## config.mk

```make
export PLATFORM = sky130hd
export DESIGN_NAME = mux_arbiter_2x1
export DESIGN_NICKNAME = d
export VERILOG_FILES = /design/src/rtl/mux_arb_pkg.sv /design/src/rtl/mux_2x1.sv /design/src/rtl/mux_arbiter_2x1.sv
export SDC_FILE = /design/constraint.sdc
export NUM_CORES = 1
export LEC_CHECK = 0
export BUFFER_PORTS_ARGS = -buffer_cell sky130_fd_sc_hd__buf_2
export CORE_AREA = 2 2 54 46
export DETAILED_ROUTE_END_ITERATION = 6
export DIE_AREA = 0 0 56 48
export MAX_ROUTING_LAYER = met4
export PLACE_DENSITY = 0.46
export SLEW_MARGIN = 20
export SYNTH_ARGS = -nofsm -noshare
export SYNTH_HDL_FRONTEND = slang
export SYNTH_HIERARCHICAL = 1
export SYNTH_SLANG_ARGS = --single-unit
export TNS_END_PERCENT = 100
```

## constraint.sdc

```tcl
create_clock -name clk -period 2.7 [get_ports clk]
set_input_delay 0.405 -clock clk [delete_from_list [all_inputs] [get_ports clk]]
set_output_delay 0.405 -clock clk [all_outputs]
set_load 0.05 [all_outputs]
```

## src/rtl/mux_arb_pkg.sv

```systemverilog
`default_nettype none
// ============================================================================
//  Module      : mux_arb_pkg
//  Description : Shared state encoding and requester indices for the 2:1
//                mux arbiter.
//  Revision    : 1.0 - initial release
// ============================================================================
package mux_arb_pkg;

    typedef enum logic [1:0] {
        IDLE = 2'd0,
        GNT0 = 2'd1,
        GNT1 = 2'd2
    } arb_state_t;

    localparam logic REQ0 = 1'b0;
    localparam logic REQ1 = 1'b1;

endpackage : mux_arb_pkg
`default_nettype wire

```

## src/rtl/mux_2x1.sv

```systemverilog
`default_nettype none
// ============================================================================
//  Module      : mux_2x1
//  Description : Single-bit 2:1 multiplexer; sel=0 picks a[0], sel=1 a[1].
//  Revision    : 1.0 - initial release
// ============================================================================
module mux_2x1 (
    input  logic [1:0] a,
    input  logic       sel,
    output logic       y
);

    assign y = a[sel];

endmodule : mux_2x1
`default_nettype wire

```

## src/rtl/mux_arbiter_2x1.sv

```systemverilog
`default_nettype none
// ============================================================================
//  Module      : mux_arbiter_2x1
//  Description : Round-robin arbiter with hold limit sharing one 2:1 mux
//                datapath between two requesters.
//  Revision    : 1.0 - initial release
// ============================================================================
module mux_arbiter_2x1
    import mux_arb_pkg::*;
#(
    parameter int WIDTH    = 1,
    parameter int MAX_HOLD = 8
) (
    input  logic             clk,
    input  logic             rst,
    input  logic [1:0]       req,
    input  logic [WIDTH-1:0] d0,
    input  logic [WIDTH-1:0] d1,
    output logic [1:0]       gnt,
    output logic             sel,
    output logic [WIDTH-1:0] y,
    output logic             valid
);

    localparam int CNT_W     = (MAX_HOLD > 0) ? $clog2(MAX_HOLD + 1) : 1;
    localparam int HOLD_LAST = (MAX_HOLD > 0) ? MAX_HOLD - 1 : 0;

    localparam logic             c_hold_en   = (MAX_HOLD > 0);
    localparam logic [CNT_W-1:0] c_hold_last = CNT_W'(HOLD_LAST);
    localparam logic [CNT_W-1:0] c_hold_max  = CNT_W'(MAX_HOLD);

    arb_state_t       r_state_q, w_state_d;
    arb_state_t       w_other_st;
    logic             r_last_q, w_last_d;
    logic             r_sel_q, w_sel_d;
    logic [CNT_W-1:0] r_cnt_q, w_cnt_d;
    logic             w_own, w_other, w_hold_fire;

    always_comb begin
        w_state_d   = r_state_q;
        w_last_d    = r_last_q;
        w_sel_d     = r_sel_q;
        w_cnt_d     = '0;
        w_own       = 1'b0;
        w_other     = 1'b0;
        w_other_st  = IDLE;
        w_hold_fire = 1'b0;

        unique case (r_state_q)
            GNT0: begin
                w_own      = req[REQ0];
                w_other    = req[REQ1];
                w_other_st = GNT1;
            end
            GNT1: begin
                w_own      = req[REQ1];
                w_other    = req[REQ0];
                w_other_st = GNT0;
            end
            default: ;
        endcase

        if (r_state_q == IDLE) begin
            // On a tie the requester opposite to the last winner goes first
            if (req[REQ0] && req[REQ1]) begin
                w_state_d = (r_last_q == REQ1) ? GNT0 : GNT1;
            end else if (req[REQ0]) begin
                w_state_d = GNT0;
            end else if (req[REQ1]) begin
                w_state_d = GNT1;
            end
        end else begin
            w_hold_fire = c_hold_en && w_other && (r_cnt_q == c_hold_last);
            if (w_hold_fire || (!w_own && w_other)) begin
                w_state_d = w_other_st;
            end else if (!w_own) begin
                w_state_d = IDLE;
            end else if (w_other) begin
                w_cnt_d = (c_hold_en && (r_cnt_q != c_hold_max)) ? r_cnt_q + 1'b1 : r_cnt_q;
            end
        end

        // sel and last track whichever grant is being entered; IDLE keeps them
        if (w_state_d == GNT0) begin
            w_last_d = REQ0;
            w_sel_d  = REQ0;
        end else if (w_state_d == GNT1) begin
            w_last_d = REQ1;
            w_sel_d  = REQ1;
        end
    end

    always_ff @(posedge clk) begin
        if (rst) begin
            r_state_q <= IDLE;
            r_last_q  <= REQ1;
            r_sel_q   <= 1'b0;
            r_cnt_q   <= '0;
        end else begin
            r_state_q <= w_state_d;
            r_last_q  <= w_last_d;
            r_sel_q   <= w_sel_d;
            r_cnt_q   <= w_cnt_d;
        end
    end

    assign gnt   = {(r_state_q == GNT1), (r_state_q == GNT0)};
    assign valid = |gnt;
    assign sel   = r_sel_q;

    for (genvar i = 0; i < WIDTH; i++) begin : g_bit
        mux_2x1 u_mux (
            .a   ({d1[i], d0[i]}),
            .sel (r_sel_q),
            .y   (y[i])
        );
    end

endmodule : mux_arbiter_2x1
`default_nettype wire

```

==> Yosys cells after proc, flatten, opt, wreduce, memory -nomap -nowiden <==
Cells that the tools add are included.
{ "totals": {"reg_bits": 8, "inputBits": 6} }
{ "classes": {"add_sub_neg": 1, "magnitude_cmp": 1, "n_eq_ne": 6, "mux": 14, "bitwise": 2, "n_reduce_logical": 10} }
{ "op_table": {"columns": ["cell", "count"], "rows": [
  ["2-to-1 mux 2 bit", 7],
  ["OR reduction 5 bit", 1],
  ["adder 4 x 1 -> 4 bit (second input constant)", 1],
  ["== test 2 x 1 -> 1 bit (second input constant)", 2],
  ["== test 2 bit (second input constant)", 2],
  ["== test 4 x 3 -> 1 bit (second input constant)", 1],
  ["2-to-1 mux 1 bit", 4],
  ["!= test 4 bit (second input constant)", 1],
  ["one-hot mux 1 bit (2 select lines)", 2],
  ["one-hot mux 2 bit (2 select lines)", 1],
  ["OR reduction 2 bit", 2],
  ["logical AND 1 bit", 3],
  ["logical NOT 2 bit", 1],
  ["less-than comparator 1 x 2 -> 1 bit (second input constant)", 1],
  ["inverter 1 bit", 2],
  ["nonzero test 2 bit", 1],
  ["logical NOT 1 bit", 1],
  ["logical OR 1 bit", 1]
]} }

==> Logic depth before layout (Yosys ltp) <==
{ "depth": {"depth_word": 10, "ltp_mapped": 10} }

==> Hierarchy <==
Netlist, hierarchy kept.
{ "modules_own_cells": {"columns": ["module", "n_inst", "cells_each", "area_each_um2", "seq_area_each_um2"], "rows": [
  ["mux_arbiter_2x1", 1, 65, 599.3, 160.2],
  ["mux_2x1", 1, 1, 15.0, 0.0]
]} }

==> Worst setup path after synthesis <==
Ideal clock, no wire load.
{ "synth_timing": {"path_kind": "register to register", "from": "register r_state_q[1]", "to": "register r_last_q", "setup_ns": 0.117, "arrival_time_ns": 2.203, "required_time_ns": 2.583, "slack_ns": 0.380, "stages_incl_launch_ff": 10, "path_buffers": 0, "synth_period_minus_slack_ns": 2.320, "cell_sequence": "dfxtp_1 > inv_1 > ha_1 > and4bb_1 > a211o_1 > nand2_1 > a2bb2oi_1 > ha_1 > mux2i_1 > nand2b_1"} }
{ "synth_via": {"elab_chain_cells": 9} }
{ "synth_lines": {"columns": ["item", "line_no", "rtl"], "rows": [
  ["start: declaration", "mux_arbiter_2x1.sv:32", "arb_state_t r_state_q, w_state_d;"],
  ["start signal: assignment", "mux_arbiter_2x1.sv:100", "r_state_q <= w_state_d;"],
  ["== test 2 x 1 -> 1 bit (*)", null, null],
  ["via gnt[0]", "mux_arbiter_2x1.sv:19", "output logic [1:0] gnt,"],
  ["one-hot mux 1 bit (2 select lines)", "mux_arbiter_2x1.sv:49", "unique case (r_state_q)"],
  ["logical NOT 1 bit", null, null],
  ["logical AND 1 bit", "mux_arbiter_2x1.sv:74", "if (w_hold_fire || (!w_own && w_other)) begin"],
  ["logical OR 1 bit", "mux_arbiter_2x1.sv:74", null],
  ["2-to-1 mux 2 bit (*)", "mux_arbiter_2x1.sv:74", null],
  ["2-to-1 mux 2 bit (*)", "mux_arbiter_2x1.sv:63", "if (r_state_q == IDLE) begin"],
  ["== test 2 x 1 -> 1 bit / == test 2 bit (equally long branches)", "mux_arbiter_2x1.sv:84, mux_arbiter_2x1.sv:87", null],
  ["2-to-1 mux 1 bit / nonzero test 2 bit (equally long branches)", null, null],
  ["end signal: assignment", "mux_arbiter_2x1.sv:101", "r_last_q <= w_last_d;"],
  ["end: declaration", "mux_arbiter_2x1.sv:34", "logic r_last_q, w_last_d;"]
]} }
Mark *: on every way through the listed nets, which the timed path passes. The rest lies on a longest branch.
A chain may end at the register's enable or synchronous reset.

==> Final worst setup path <==
{ "layout_timing": {"from": "register r_state_q[0]", "to": "register r_last_q"} }
{ "layout_via": {"elab_chain_cells": 9} }
{ "layout_lines": {"columns": ["item", "line_no"], "rows": [
  ["== test 2 bit / == test 2 x 1 -> 1 bit (equally long branches)", "mux_arbiter_2x1.sv:49"],
  ["one-hot mux 1 bit (2 select lines)", "mux_arbiter_2x1.sv:49"],
  ["logical NOT 1 bit", null],
  ["logical AND 1 bit", "mux_arbiter_2x1.sv:74"],
  ["logical OR 1 bit", "mux_arbiter_2x1.sv:74"],
  ["2-to-1 mux 2 bit", "mux_arbiter_2x1.sv:74"],
  ["2-to-1 mux 2 bit (*)", "mux_arbiter_2x1.sv:63"],
  ["== test 2 x 1 -> 1 bit / == test 2 bit (equally long branches)", "mux_arbiter_2x1.sv:84, mux_arbiter_2x1.sv:87"],
  ["2-to-1 mux 1 bit / nonzero test 2 bit (equally long branches)", null]
]} }
Every way passes the cells marked *; elsewhere a longest branch is shown, timed or not.

==> key figures <==
Status
  • Run status: complete, no violations

Power
  • Pint: 386 uW
  • Max VDD drop: 0.411 mV
  • Net Sw Frac: 50.8%
  • Net Switching: 398 uW
  • Total Power: 784 uW
  • Clock power share: 12.0%
  • Pwr per Cell Area: 1090 mW/mm2
  • Leak: 0.316 nW
  • Reg power frac: 21.6%
  • Gate power share: 66.4%

Final layout
  • Fin nets: 96
  • Diode count: 0
  • Area growth, synth to finish: 16.9%
  • Fillers: 230
  • Layout cells sized above 1: 24.1%

Clock tree
  • Worst-skew pair later-pin latency: 0.25 ns
  • H-tree Lvls: 1
  • Hold-fix buffers, CTS: 0
  • CTS Buf Count: 3
  • Worst-case clock buffer depth: 2
  • Root Buffer Master: clkbuf_4
  • Resize count post-CTS: 0
  • Post-CTS setup buffers: 0
  • Total clock sinks: 8
  • Worst-path clk slew: 0.06 ns
  • TritonCTS clock tree: yes

Logic synthesis
  • Ys async rst share: 0%
  • Syn Std Cell Area: 614 um2
  • Post-Syn Area per Cell: 9.31 um2
  • Main synth FF type: dfxtp_1
  • Seq/Total Area, Yosys: 26.1%
  • Post-synth top area share: 26.1%
  • Most numerous cell in the Yosys netlist: ha_1
  • Synth top cells by count: ha_1 (9), dfxtp_1 (8), inv_1 (5), nand2_1 (5), nor2_1 (5)
  • Yosys top cell by area: dfxtp_1
  • Syn_nets: 81
  • Yosys reg bits: 8
  • Ys Warns: 6
  • Top cells by area, synth: dfxtp_1 (26%), ha_1 (18%), mux2i_1 (3.3%)
  • Distinct cells, synth: 33
  • Syn Inst Count: 66
  • Post-synth EDFFs: 0

Worst hold path
  • Worst hold path depth: 2
  • Hold path start: rst
  • Hold endpoint: sel
  • Hold Crit Class: input port to flip-flop

Setup path
  • Worst r2r src: r_state_q[0]
  • Worst path arrival time: 2.34 ns
  • CP Class: flip-flop to flip-flop
  • R2R depth: 9
  • Startpoint Class: flip-flop
  • Reg2reg setup slack: 0.51 ns
  • Crit end category: flip-flop
  • Crit Path Max Fanout: 6
  • Reg2Reg Capture Point: r_last_q
  • CP required: 2.85 ns

Floorplan
  • Die area: 0.00269 mm2
  • I/O Pins: 11
  • Num rows: 15
  • Core area: 0.00210 mm2
  • Initial Util: 29.2%
  • Die X: 56 um
  • Chip Height: 48 um

Placed design
  • Port Buffer Count: 10
  • GPL Wtd Cong: 0.709
  • Dpl hpwl: 904 um

Detailed routing
  • DRC: 0
  • Via count: 509
  • Detail Route Antenna Nets: 0
  • DR iter-0 viols: 7
  • Routed WL: 1150 um
  • DR WL/cell: 11.0 um
  • TritonRoute pass-1 iters: 4
  • Vias per cell: 4.89

STA
  • Max transition margin: 73.8%
  • Post-route clock period utilization: 81.1%
  • Post-route setup TNS: 0 ns
  • Clk_skew: 0.00312 ns
  • Slew @ Worst Pin: 0.392 ns
  • Max-slew violation count: 0
  • RSZ-0062 raised after global routing: no
  • Fmax: 0.457 GHz
  • Setup violations, final: 0
  • Minimum clock period: 2.19 ns
  • Final hold vios: 0

Global route
  • First-pass GRT wire length: 1910 um
  • Vias in the first global route: 435
  • Total congestion overflow: 0
  • GRT Util Overall: 10.0%
  • Antenna violations before repair: 0
  • Largest net degree at the start of global routing: 8

Run
  • Max-cap viol count: 0
[critical path: stages, from the launching register on]
cell       delay [ns]
dfxtp_1          0.41
inv_1            0.11
ha_1             0.26
a22o_4           0.23
a211o_1          0.27
nand2_1          0.11
a2bb2oi_1        0.21
ha_1             0.27
mux2i_1          0.15
nand2b_1         0.07
[state kept, by name, indices dropped and copies added, names as in the netlist]
signal and flops:
r_state_q 2, r_last_q 1, sel 1, r_cnt_q 4
[logic make-up after synthesis]
group	after synthesis	synth area share [%]
xor+xnor	2	2.85
mux	3	5.70
fa+ha+maj	9	18.3
simple gates	24	23.4
compound gates	15	20.6
buf+inv	5	3.06
flops	8	26.1
[stage by stage]
step                setup WS, ns  hold WS, ns  std cells  instance area (um2)  utilization, %
finish                     0.511        0.393        104                  718            34.2
global placement           0.543        0.506        101                  696            33.1
global route               0.398        0.401        104                  718            34.2
floorplan                  0.380        0.448         66                  614               -
CTS                        0.504        0.380        104                  718            34.2
detailed placement         0.522        0.506        101                  696            33.1
[final cells by class]
class                      count  area (um2)  area share [%]
multi-input combinational     53         435            60.6
sequential                     8         160            22.3
clock buffer                   3        22.5            3.14
tap                           25        31.3            4.36
timing repair buffer          10        50.0            6.97
inverter                       5        18.8            2.61
[how the worst max path moves through the flow]
| stage | startpoint | to | slack (ns) | cells past startpoint |
|---|---|---|---|---|
| after floorplan | r_state_q[1] | r_last_q | 0.38 | 9 |
| after global placement | r_state_q[0] | r_last_q | 0.54 | 9 |
| after detailed placement | r_state_q[1] | r_last_q | 0.52 | 9 |
| after CTS | r_state_q[1] | r_last_q | 0.50 | 9 |
| after global routing | r_state_q[0] | r_last_q | 0.40 | 9 |
| final | r_state_q[0] | r_last_q | 0.51 | 9 |
[placed cells by master, fill, tap and decap left out, types with 3 or more instances in the layout]
cell type	instances
dfxtp_1	8
inv_1	5
nor2_1	5
clkbuf_4	3
nand2_1	5
buf_2	10
ha_1	9
[per-layer routing]
| metal | part of all wire [%] | vias up | GRT usage, % |
|---|---|---|---|
| met4 | 0.87 | 0 | 7.14 |
| met1 | 56 | 227 | 13.5 |
| li1 | - | 273 | - |
| met3 | 4.6 | 2 | 2.97 |
| met2 | 38 | 7 | 12.5 |
| met5 | 0 | - | - |
[power by group through the flow]
stage                     logic, mW  registers, mW  clock network (mW)
after floorplan               0.413          0.192                   0
after global placement        0.529          0.172                   0
after detailed placement      0.521          0.172                   0
after CTS                     0.524          0.169               0.102
after global routing          0.572          0.174               0.107
final                         0.521          0.169              0.0941
Note: power is estimated with default switching activity, not from simulation.
